### src/rtl/tx_scheduler_if.sv
// Requester/transmitter-side bundle for tx_scheduler.
// The master modport is the sources + transmitter side; the slave modport is the scheduler.
interface tx_scheduler_if;
   logic       req0;
   logic [7:0] data0;
   logic       req1;
   logic [7:0] data1;
   logic       char_sent;
   logic [9:0] frame;
   logic       load_n;
   logic       t_enable;
   logic       ack0;
   logic       ack1;
   logic       tx_err;
   logic       busy;
   logic       grant_id;

   modport master (
      output req0, data0, req1, data1, char_sent,
      input  frame, load_n, t_enable, ack0, ack1, tx_err, busy, grant_id
   );

   modport slave (
      input  req0, data0, req1, data1, char_sent,
      output frame, load_n, t_enable, ack0, ack1, tx_err, busy, grant_id
   );
endinterface

### src/rtl/tx_scheduler.sv
// Round-robin two-requester scheduler framing bytes for a serial transmitter, with SEND timeout.
// Define TX_GAP_EN to insert GAP_CYCLES idle clocks after every character.
//
// state | meaning
// IDLE  | arbitrate requests, latch grant_id and frame
// LOAD  | one-clock parallel load strobe (load_n=0)
// SEND  | transmitter enabled, timeout counter running
// DONE  | one-clock ack to owner, tx_err if aborted
// GAP   | inter-character idle time (TX_GAP_EN only)
module tx_scheduler #(
   parameter int TIMEOUT    = 4096,
   parameter int GAP_CYCLES = 16
) (
   input  logic          clk,
   input  logic          reset,
   tx_scheduler_if.slave bus
);

   localparam int CNT_W = $clog2(TIMEOUT + 1);

`ifdef TX_GAP_EN
   typedef enum logic [2:0] {S_IDLE, S_LOAD, S_SEND, S_DONE, S_GAP} state_t;
`else
   typedef enum logic [1:0] {S_IDLE, S_LOAD, S_SEND, S_DONE} state_t;
`endif

   state_t             r_state;
   state_t             w_state_nxt;
   logic [CNT_W-1:0]   r_cnt;
   logic               r_abort;
   logic               r_grant_id;
   logic [9:0]         r_frame;
   logic               w_req_any;
   logic               w_sel;
   logic               w_timeout;

   assign w_req_any = bus.req0 | bus.req1;
   assign w_timeout = (r_cnt == CNT_W'(TIMEOUT - 1));

   // On a tie the requester that did not own the last character wins.
   always_comb begin
      w_sel = 1'b0;
      if (bus.req0 && bus.req1)
         w_sel = ~r_grant_id;
      else
         w_sel = ~bus.req0;
   end

   always_ff @(posedge clk or negedge reset) begin
      if (!reset)
         r_state <= S_IDLE;
      else
         r_state <= w_state_nxt;
   end

   always_comb begin
      w_state_nxt = r_state;
      case (r_state)
         S_IDLE: if (w_req_any) w_state_nxt = S_LOAD;
         S_LOAD: w_state_nxt = S_SEND;
         S_SEND: if (bus.char_sent || w_timeout) w_state_nxt = S_DONE;
`ifdef TX_GAP_EN
         S_DONE: w_state_nxt = S_GAP;
         S_GAP:  if (r_cnt == CNT_W'(GAP_CYCLES - 1)) w_state_nxt = S_IDLE;
`else
         S_DONE: w_state_nxt = S_IDLE;
`endif
         default: w_state_nxt = S_IDLE;
      endcase
   end

   always_ff @(posedge clk or negedge reset) begin
      if (!reset) begin
         r_frame    <= 10'h3FF;
         r_grant_id <= 1'b1;
         r_cnt      <= '0;
         r_abort    <= 1'b0;
      end else begin
         case (r_state)
            S_IDLE: begin
               if (w_req_any) begin
                  r_grant_id <= w_sel;
                  r_frame    <= {1'b1, (w_sel ? bus.data1 : bus.data0), 1'b0};
               end
            end
            S_SEND: begin
               r_cnt <= r_cnt + CNT_W'(1);
               // char_sent on the expiry clock still counts as a clean finish
               if (!bus.char_sent && w_timeout)
                  r_abort <= 1'b1;
            end
            S_DONE: begin
               r_cnt   <= '0;
               r_abort <= 1'b0;
            end
`ifdef TX_GAP_EN
            S_GAP: begin
               if (r_cnt == CNT_W'(GAP_CYCLES - 1))
                  r_cnt <= '0;
               else
                  r_cnt <= r_cnt + CNT_W'(1);
            end
`endif
            default: ;
         endcase
      end
   end

   assign bus.frame    = r_frame;
   assign bus.load_n   = (r_state != S_LOAD);
   assign bus.t_enable = (r_state == S_SEND);
   assign bus.ack0     = (r_state == S_DONE) && !r_grant_id;
   assign bus.ack1     = (r_state == S_DONE) &&  r_grant_id;
   assign bus.tx_err   = (r_state == S_DONE) && r_abort;
   assign bus.busy     = (r_state != S_IDLE);
   assign bus.grant_id = r_grant_id;

endmodule

### src/flat_wrapper.sv
// flat-port wrapper written by rule: the top's interface ports become plain ports
module tx_scheduler_flat 
#(
   parameter int TIMEOUT    = 4096,
   parameter int GAP_CYCLES = 16
)
  (clk, reset, bus_req0, bus_data0, bus_req1, bus_data1, bus_char_sent, bus_frame, bus_load_n, bus_t_enable, bus_ack0, bus_ack1, bus_tx_err, bus_busy, bus_grant_id);
  tx_scheduler_if bus_i ();
  input  logic clk;
  input  logic reset;
  input wire logic [$bits(bus_i.req0)-1:0] bus_req0;
  input wire logic [$bits(bus_i.data0)-1:0] bus_data0;
  input wire logic [$bits(bus_i.req1)-1:0] bus_req1;
  input wire logic [$bits(bus_i.data1)-1:0] bus_data1;
  input wire logic [$bits(bus_i.char_sent)-1:0] bus_char_sent;
  output wire logic [$bits(bus_i.frame)-1:0] bus_frame;
  output wire logic [$bits(bus_i.load_n)-1:0] bus_load_n;
  output wire logic [$bits(bus_i.t_enable)-1:0] bus_t_enable;
  output wire logic [$bits(bus_i.ack0)-1:0] bus_ack0;
  output wire logic [$bits(bus_i.ack1)-1:0] bus_ack1;
  output wire logic [$bits(bus_i.tx_err)-1:0] bus_tx_err;
  output wire logic [$bits(bus_i.busy)-1:0] bus_busy;
  output wire logic [$bits(bus_i.grant_id)-1:0] bus_grant_id;
  assign bus_i.req0 = bus_req0;
  assign bus_i.data0 = bus_data0;
  assign bus_i.req1 = bus_req1;
  assign bus_i.data1 = bus_data1;
  assign bus_i.char_sent = bus_char_sent;
  assign bus_frame = bus_i.frame;
  assign bus_load_n = bus_i.load_n;
  assign bus_t_enable = bus_i.t_enable;
  assign bus_ack0 = bus_i.ack0;
  assign bus_ack1 = bus_i.ack1;
  assign bus_tx_err = bus_i.tx_err;
  assign bus_busy = bus_i.busy;
  assign bus_grant_id = bus_i.grant_id;
  tx_scheduler #(.TIMEOUT(TIMEOUT), .GAP_CYCLES(GAP_CYCLES)) u_core (.clk(clk), .reset(reset), .bus(bus_i));
endmodule
### config.mk
export PLATFORM = sky130hd
export DESIGN_NAME = tx_scheduler_flat
export DESIGN_NICKNAME = d
export VERILOG_FILES = /design/src/rtl/tx_scheduler_if.sv /design/src/rtl/tx_scheduler.sv /design/src/flat_wrapper.sv
export SDC_FILE = /design/constraint.sdc
export NUM_CORES = 1
export LEC_CHECK = 0
export CAP_MARGIN = 25
export CORE_MARGIN = 2
export CORE_UTILIZATION = 44
export DETAILED_ROUTE_END_ITERATION = 10
export PLACE_DENSITY_LB_ADDON = 0.1
export SYNTH_ARGS = -nofsm -noshare
export SYNTH_HDL_FRONTEND = slang
export SYNTH_SLANG_ARGS = --single-unit
### constraint.sdc
create_clock -name clk -period 4.6 [get_ports clk]
set_clock_uncertainty 0.15 [all_clocks]
set_input_delay 0.92 -clock clk [delete_from_list [all_inputs] [get_ports clk]]
set_output_delay 0.92 -clock clk [all_outputs]
set_load 0.005 [all_outputs]
==> impl_metrics.py, run 1 <==
metrics = {
    "synth": {
        "synthCells": 132,
        "synth-main-ff-cell": "dfrtp_1",
        "synth_common_cells": "dfrtp_1, nor2_1",
        "synth_edf_count": 0,
        "ys_async_sr_fraction_pct": 100.0,
        "yosys_warnings": 0,
        "syn_area_per_cell_um2": 10.30,
        "synth_top_cell_by_area": "dfrtp_1",
        "syn_nets": 159,
        "synth.area.top_cells": "dfrtp_1, dfstp_2, mux2i_1",
        "synth_seq_area_share_pct": 48.76,
        "synth.most_common_cell": "dfrtp_1",
        "yosysTopAreaCellShare_pct": 29.44,
        "syn_area_um2": 1360,
        "yosysUniqueCellTypes": 31,
        "synth-seq-cells": 26,
    },
    "timing": {
        "final.min_clock_period_ns": 3.121,
        "maxSlewViolCount": 0,
        "fmax_mhz": 320.4,
        "rsz0062_at_grt": "false",
        "hold_viol_final": 0,
        "hold_slack_ns": 0.3436,
        "tightest_slew_ns": 0.8826,
        "tns_ns": 0,
        "max_slew_margin_pct": 40.77,
        "setup_violations": 0,
        "fin_crit_sh_pct": 67.86,
    },
    "floorplanning": {
        "pin_count": 38,
        "die_x_um": 59.60,
        "die_h_um": 59.60,
        "start_util_pct": 45.29,
        "fp.coreArea_um2": 3003,
        "rows": 20,
        "die_area_um2": 3552,
    },
    "global_routing": {
        "grt_pass1_vias": 1035,
        "grt_pass1_wl_mm": 4.478,
        "grt_max_degree": 27,
        "overflow": 0,
        "grt_usage_pct": 17.08,
        "antenna_found_initial": 0,
    },
    "power_and_ir_drop": {
        "cellLeakagePower_uw": 0.0007645,
        "p_total_uw": 838.2,
        "irDropWorstVdd_mv": 0.3178,
        "p_per_area_nw_per_um2": 471.4,
    },
    "critical_path": {
        "path_class": "register to output port",
        "cp.arrival_ns": 2.05,
        "critical_path.endpoint_type": "output port",
        "crit_chain": "ha_1, inv_1, nor2_1, clkdlybuf4s50_1",
        "critPathMaxFanout": 17,
        "critPathRequiredTime_ns": 3.53,
        "crit_slowest_cell": "ha_1",
        "cp-start-kind": "register",
        "reg2reg_depth": 5,
        "slowest_delay_ns": 0.53,
    },
    "cells_and_area": {
        "drive_gt1_share_pct": 11.90,
        "ff_latch_area_um2": 663.1,
        "antennaDiodeCount": 0,
        "area_delta_synth_final_pct": 30.73,
        "instances_no_fill": 201,
        "fillers": 262,
        "multiInputGateArea_um2": 635.6,
        "final_nets": 196,
        "fin_util_pct": 59.21,
    },
    "cts": {
        "h-tree-depth": 1,
        "cts_root_buffer": "clkbuf_4",
        "clk_latency_ns": 0.32,
        "hold_buffers": 0,
        "post-cts-setup-buffers": 0,
        "cts_tree": "done",
        "cts_resized": 0,
        "clock-sinks": 26,
        "cts_inserted_buffers": 3,
        "cts_max_path_buffers": 2,
        "clkSlewWorstSetupHoldPaths_ns": 0.14,
    },
    "routing": {
        "avgViaCountPerCell": 5.189,
        "drc_errors": 0,
        "drt-pass1-iter-count": 2,
        "wl_mm": 2.620,
        "wl_per_cell_um": 13.03,
        "vias": 1043,
        "detail-route-antenna-nets": 0,
        "first_iter_violations": 27,
    },
    "placement": {
        "hpwl_mm": 2.033,
        "gp_congestion": 0.7180,
        "dp_cells": 197,
        "port_buffers": 36,
    },
    "hold_path": {
        "holdPathStages": 2,
        "hp-class": "register to register",
    },
    "job": {
        "drv_cap": 0,
    },
    "outcome": {
        "outcome": "complete, no violations",
    },
}
[worst paths after layout]
path / from / to / slack [ns]
worst max-delay path: u_core.r_state[0]$_DFFE_PN0P_ / bus_ack0 / 1.48
worst min-delay path: u_core.bus.frame[8]$_DFFE_PN1P_ / u_core.bus.frame[8]$_DFFE_PN1P_ / 0.34
worst max register to register: u_core.r_state[0]$_DFFE_PN0P_ / u_core.r_cnt[7]$_DFFE_PN0P_ / 2.60
worst min register to register: u_core.bus.frame[8]$_DFFE_PN1P_ / u_core.bus.frame[8]$_DFFE_PN1P_ / 0.34
max in group asynchronous: reset / u_core.bus.frame[7]$_DFFE_PN1P_ / 3.21
min in group asynchronous: reset / u_core.r_cnt[4]$_DFFE_PN0P_ / 0.79
[per-stage QoR]
step | instance area, um2 | setup slack, ns
after floorplan | 1360 | 2.643
after global placement | 1742 | 1.852
after global routing | 1778 | 1.219
final | 1778 | 1.479
after detailed placement | 1742 | 1.822
after CTS | 1778 | 1.437
[cells in the final DEF (no fill, tap or decap), types with 3 or more instances in the layout]
cell type | Yosys | routed
a21oi_1 | 3 | 3
and2_1 | 3 | 3
clkbuf_4 | 0 | 3
clkdlybuf4s50_1 | 0 | 36
dfrtp_1 | 16 | 16
dfstp_2 | 10 | 10
ha_1 | 6 | 6
inv_1 | 9 | 9
mux2i_1 | 10 | 10
nand2_1 | 10 | 10
nand4_1 | 4 | 4
nor2_1 | 15 | 15
nor4_1 | 5 | 5
o21ai_0 | 10 | 10
or3_1 | 3 | 3
xnor2_1 | 7 | 7
xor2_1 | 3 | 3
[cell families after synthesis]
kind of cell             share of synthesized area [%]
adder cells (fa/ha/maj)                          5.520
AND/OR/NAND/NOR                                  18.03
other                                           0.2757
flip-flops                                       48.76
buffers and inverters                            4.507
AO/OA/AOI/OAI                                    8.280
XOR/XNOR                                         6.440
multiplexers                                     8.188
[power by group]
group          switching [uW]  internal (uW)
Combinational             167            195
Clock                    66.4           48.4
Sequential               46.9            315
Total                     280            558
[layout make-up]
cell class                 instances  share of cell area [%]
inverter                           9                   1.900
timing repair buffer              37                   20.69
tap                               33                   2.322
sequential                        26                   37.30
multi-input combinational         92                   35.75
clock buffer                       4                   2.041
[routing by layer]
layer,GRT usage [%],up-vias,part of all wire (%)
met5,0,-,0
met4,7.937,0,1.0
met3,4.148,4,3.3
met2,28.57,21,51
met1,20.64,496,45
li1,-,522,-
[worst max-delay path: cells and delay by family (launching register included)]
| kind | cells | cell delay [ns] |
|---|---|---|
| buffers and inverters | 2 | 0.66 |
| adder cells (fa/ha/maj) | 1 | 0.53 |
| flip-flops | 1 | 0.42 |
| AND/OR/NAND/NOR | 1 | 0.14 |
[state kept, by name, indices dropped and copies added, names as in the netlist]
| signal | count |
|---|---|
| u_core.r_cnt | 13 |
| u_core.bus.frame | 9 |
| u_core.r_state | 2 |
| u_core.bus.grant_id | 1 |
| u_core.r_abort | 1 |
Note: power is estimated with default switching activity, not from simulation.
==> run 2, diff against run 1 <==
CORE_UTILIZATION = 42   (was 44)
clock period = 2.6 ns   (was 4.6 ns; I/O delays follow)
==> run 2 against run 1 <==
Flip-flop and latch count did not move. Sequential share of layout area shrank 0.75 points. Via count up 1.9%. Final area increased by 2.0%. Clock power grew 83%. Final cell count is 7.0% higher. Global-route usage grew 0.34 points. Non-clock buffer count increased by 3. Worst setup slack lost 1.2 ns. Critical path type unchanged. Highest routed layer unchanged.
==> impl_metrics.py, run 2 (same netlist as run 1, synthesis figures left out) <==
metrics = {
    "floorplanning": {
        "fp.coreArea_um2": 3078,
        "die_area_um2": 3709,
        "rows": 20,
        "start_util_pct": 44.19,
        "die_h_um": 60.91,
        "die_x_um": 60.91,
        "pin_count": 38,
    },
    "power_and_ir_drop": {
        "p_total_uw": 1529,
        "irDropWorstVdd_mv": 0.4785,
        "p_per_area_nw_per_um2": 842.7,
        "cellLeakagePower_uw": 0.0007792,
    },
    "global_routing": {
        "grt_pass1_wl_mm": 4.636,
        "grt_pass1_vias": 1065,
        "grt_max_degree": 27,
        "antenna_found_initial": 0,
        "grt_usage_pct": 17.42,
        "overflow": 0,
    },
    "cells_and_area": {
        "largest_register_ffs": 13,
        "layout_common_cells": "clkdlybuf4s50_1, dfrtp_1, nor2_1",
        "fillers": 284,
        "final_nets": 199,
        "largest_register": "u_core.r_cnt",
        "fin_area_um2": 1814,
        "drive_gt1_share_pct": 13.45,
        "final_common_cell": "clkdlybuf4s50_1",
        "antennaDiodeCount": 0,
        "area_delta_synth_final_pct": 33.39,
    },
    "hold_path": {
        "hold_end": "u_core.bus.frame[5]$_DFFE_PN1P_",
        "hp-start": "u_core.bus.frame[5]$_DFFE_PN1P_",
        "holdPathStages": 2,
        "hp-class": "register to register",
    },
    "critical_path": {
        "cp-start-kind": "register",
        "cpLargestDelayFamily": "buffers and inverters",
        "critPathMaxFanout": 4,
        "cp.arrival_ns": 1.70,
        "path_class": "register to output port",
        "timing.rr.end": "u_core.r_cnt[8]$_DFFE_PN0P_",
        "reg2reg_slack_ns": 0.66,
        "crit_chain": "ha_1, inv_1, nor2_1, clkdlybuf4s50_1",
        "slowest_delay_ns": 0.52,
        "critPathRequiredTime_ns": 1.93,
        "path_buf_inv": 2,
        "timing.rr.start": "u_core.r_state[0]$_DFFE_PN0P_",
        "reg2reg_depth": 6,
        "critical_path.endpoint_type": "output port",
        "crit_slowest_cell": "clkdlybuf4s50_1",
    },
    "routing": {
        "detail-route-antenna-nets": 0,
        "wl_per_cell_um": 13.27,
        "drc_errors": 0,
        "vias": 1063,
        "drt-pass1-iter-count": 4,
        "first_iter_violations": 13,
        "avgViaCountPerCell": 4.944,
        "wl_mm": 2.853,
    },
    "placement": {
        "gp_congestion": 0.7084,
        "port_buffers": 36,
        "placed_area_um2": 1778,
        "hpwl_mm": 2.158,
    },
    "timing": {
        "max_slew_margin_pct": 61.87,
        "setup_violations": 0,
        "tns_ns": 0,
        "hold_viol_final": 0,
        "rsz0062_at_grt": "false",
        "tightest_slew_ns": 0.5719,
        "maxSlewViolCount": 0,
        "final.min_clock_period_ns": 2.368,
        "fin_crit_sh_pct": 91.09,
        "fmax_mhz": 422.3,
    },
    "cts": {
        "post-cts-setup-buffers": 0,
        "cts_tree": "done",
        "cts_max_path_buffers": 2,
        "clkSlewWorstSetupHoldPaths_ns": 0.14,
        "cts_inserted_buffers": 3,
        "clock-sinks": 26,
        "cts_root_buffer": "clkbuf_4",
        "h-tree-depth": 1,
        "cts_resized": 0,
        "hold_buffers": 0,
        "clk_latency_ns": 0.33,
    },
    "outcome": {
        "outcome": "complete, no violations",
    },
    "job": {
        "drv_cap": 0,
    },
}
run 2: cell count changes in the layout (fill, tap and decap cells not counted), sizes merged:
cell  delta
buf      +3
run 2: worst max path at each step:
| stage | start | cells after the start | slack, ns | endpoint |
|---|---|---|---|---|
| after CTS | u_core.r_state[0]$_DFFE_PN0P_ | 4 | 0.22 | bus_ack0 |
| after global placement | bus_req1 | 5 | 0.47 | u_core.bus.frame[6]$_DFFE_PN1P_ |
| after detailed placement | bus_req1 | 5 | 0.40 | u_core.bus.frame[2]$_DFFE_PN1P_ |
| after floorplan | u_core.r_state[0]$_DFFE_PN0P_ | 6 | 0.85 | u_core.r_state[1]$_DFFE_PN0P_ |
| after global routing | u_core.r_state[0]$_DFFE_PN0P_ | 4 | 0.09 | bus_ack0 |
| final | u_core.r_state[0]$_DFFE_PN0P_ | 4 | 0.23 | bus_ack0 |
run 2: power breakdown:
group / switching [uW] / internal (uW) / leakage [uW] / total, uW
registers: 81.5 / 556 / 0.000321 / 638
logic: 309 / 371 / 0.000437 / 680
clock network: 125 / 85.8 / 0.0000210 / 211
total: 516 / 1010 / 0.000779 / 1530
run 2: stage by stage:
step / hold WS [ns] / std cells / worst slack, ns / utilization (%)
after floorplan: 0.07441 / 132 / 0.8474 / -
after global placement: 0.3145 / 211 / 0.4731 / 57.76
after detailed placement: 0.3217 / 211 / 0.3970 / 57.76
after CTS: 0.3416 / 215 / 0.2180 / 58.94
after global routing: 0.3612 / 215 / 0.09257 / 58.94
final: 0.3355 / 215 / 0.2318 / 58.94
run 2: layout make-up:
type | instances | area (um2) | area share [%]
clock buffer | 4 | 36.28 | 2.000
sequential | 26 | 663.1 | 36.55
multi-input combinational | 92 | 635.6 | 35.03
inverter | 9 | 33.78 | 1.862
timing repair buffer | 40 | 390.4 | 21.52
tap | 44 | 55.05 | 3.034
run 2: routing by layer:
metal,wire length [um],vias up,GRT usage (%)
met2,1419,25,29.80
li1,-,530,-
met4,52,0,7.453
met1,1233,503,20.70
met5,0,-,0
met3,149,5,4.478
run 2: tightest hold or removal path, cell delays in order (launching register included):
cell     delay, ns
dfstp_2       0.39
nand2_1       0.04
o21ai_0       0.06
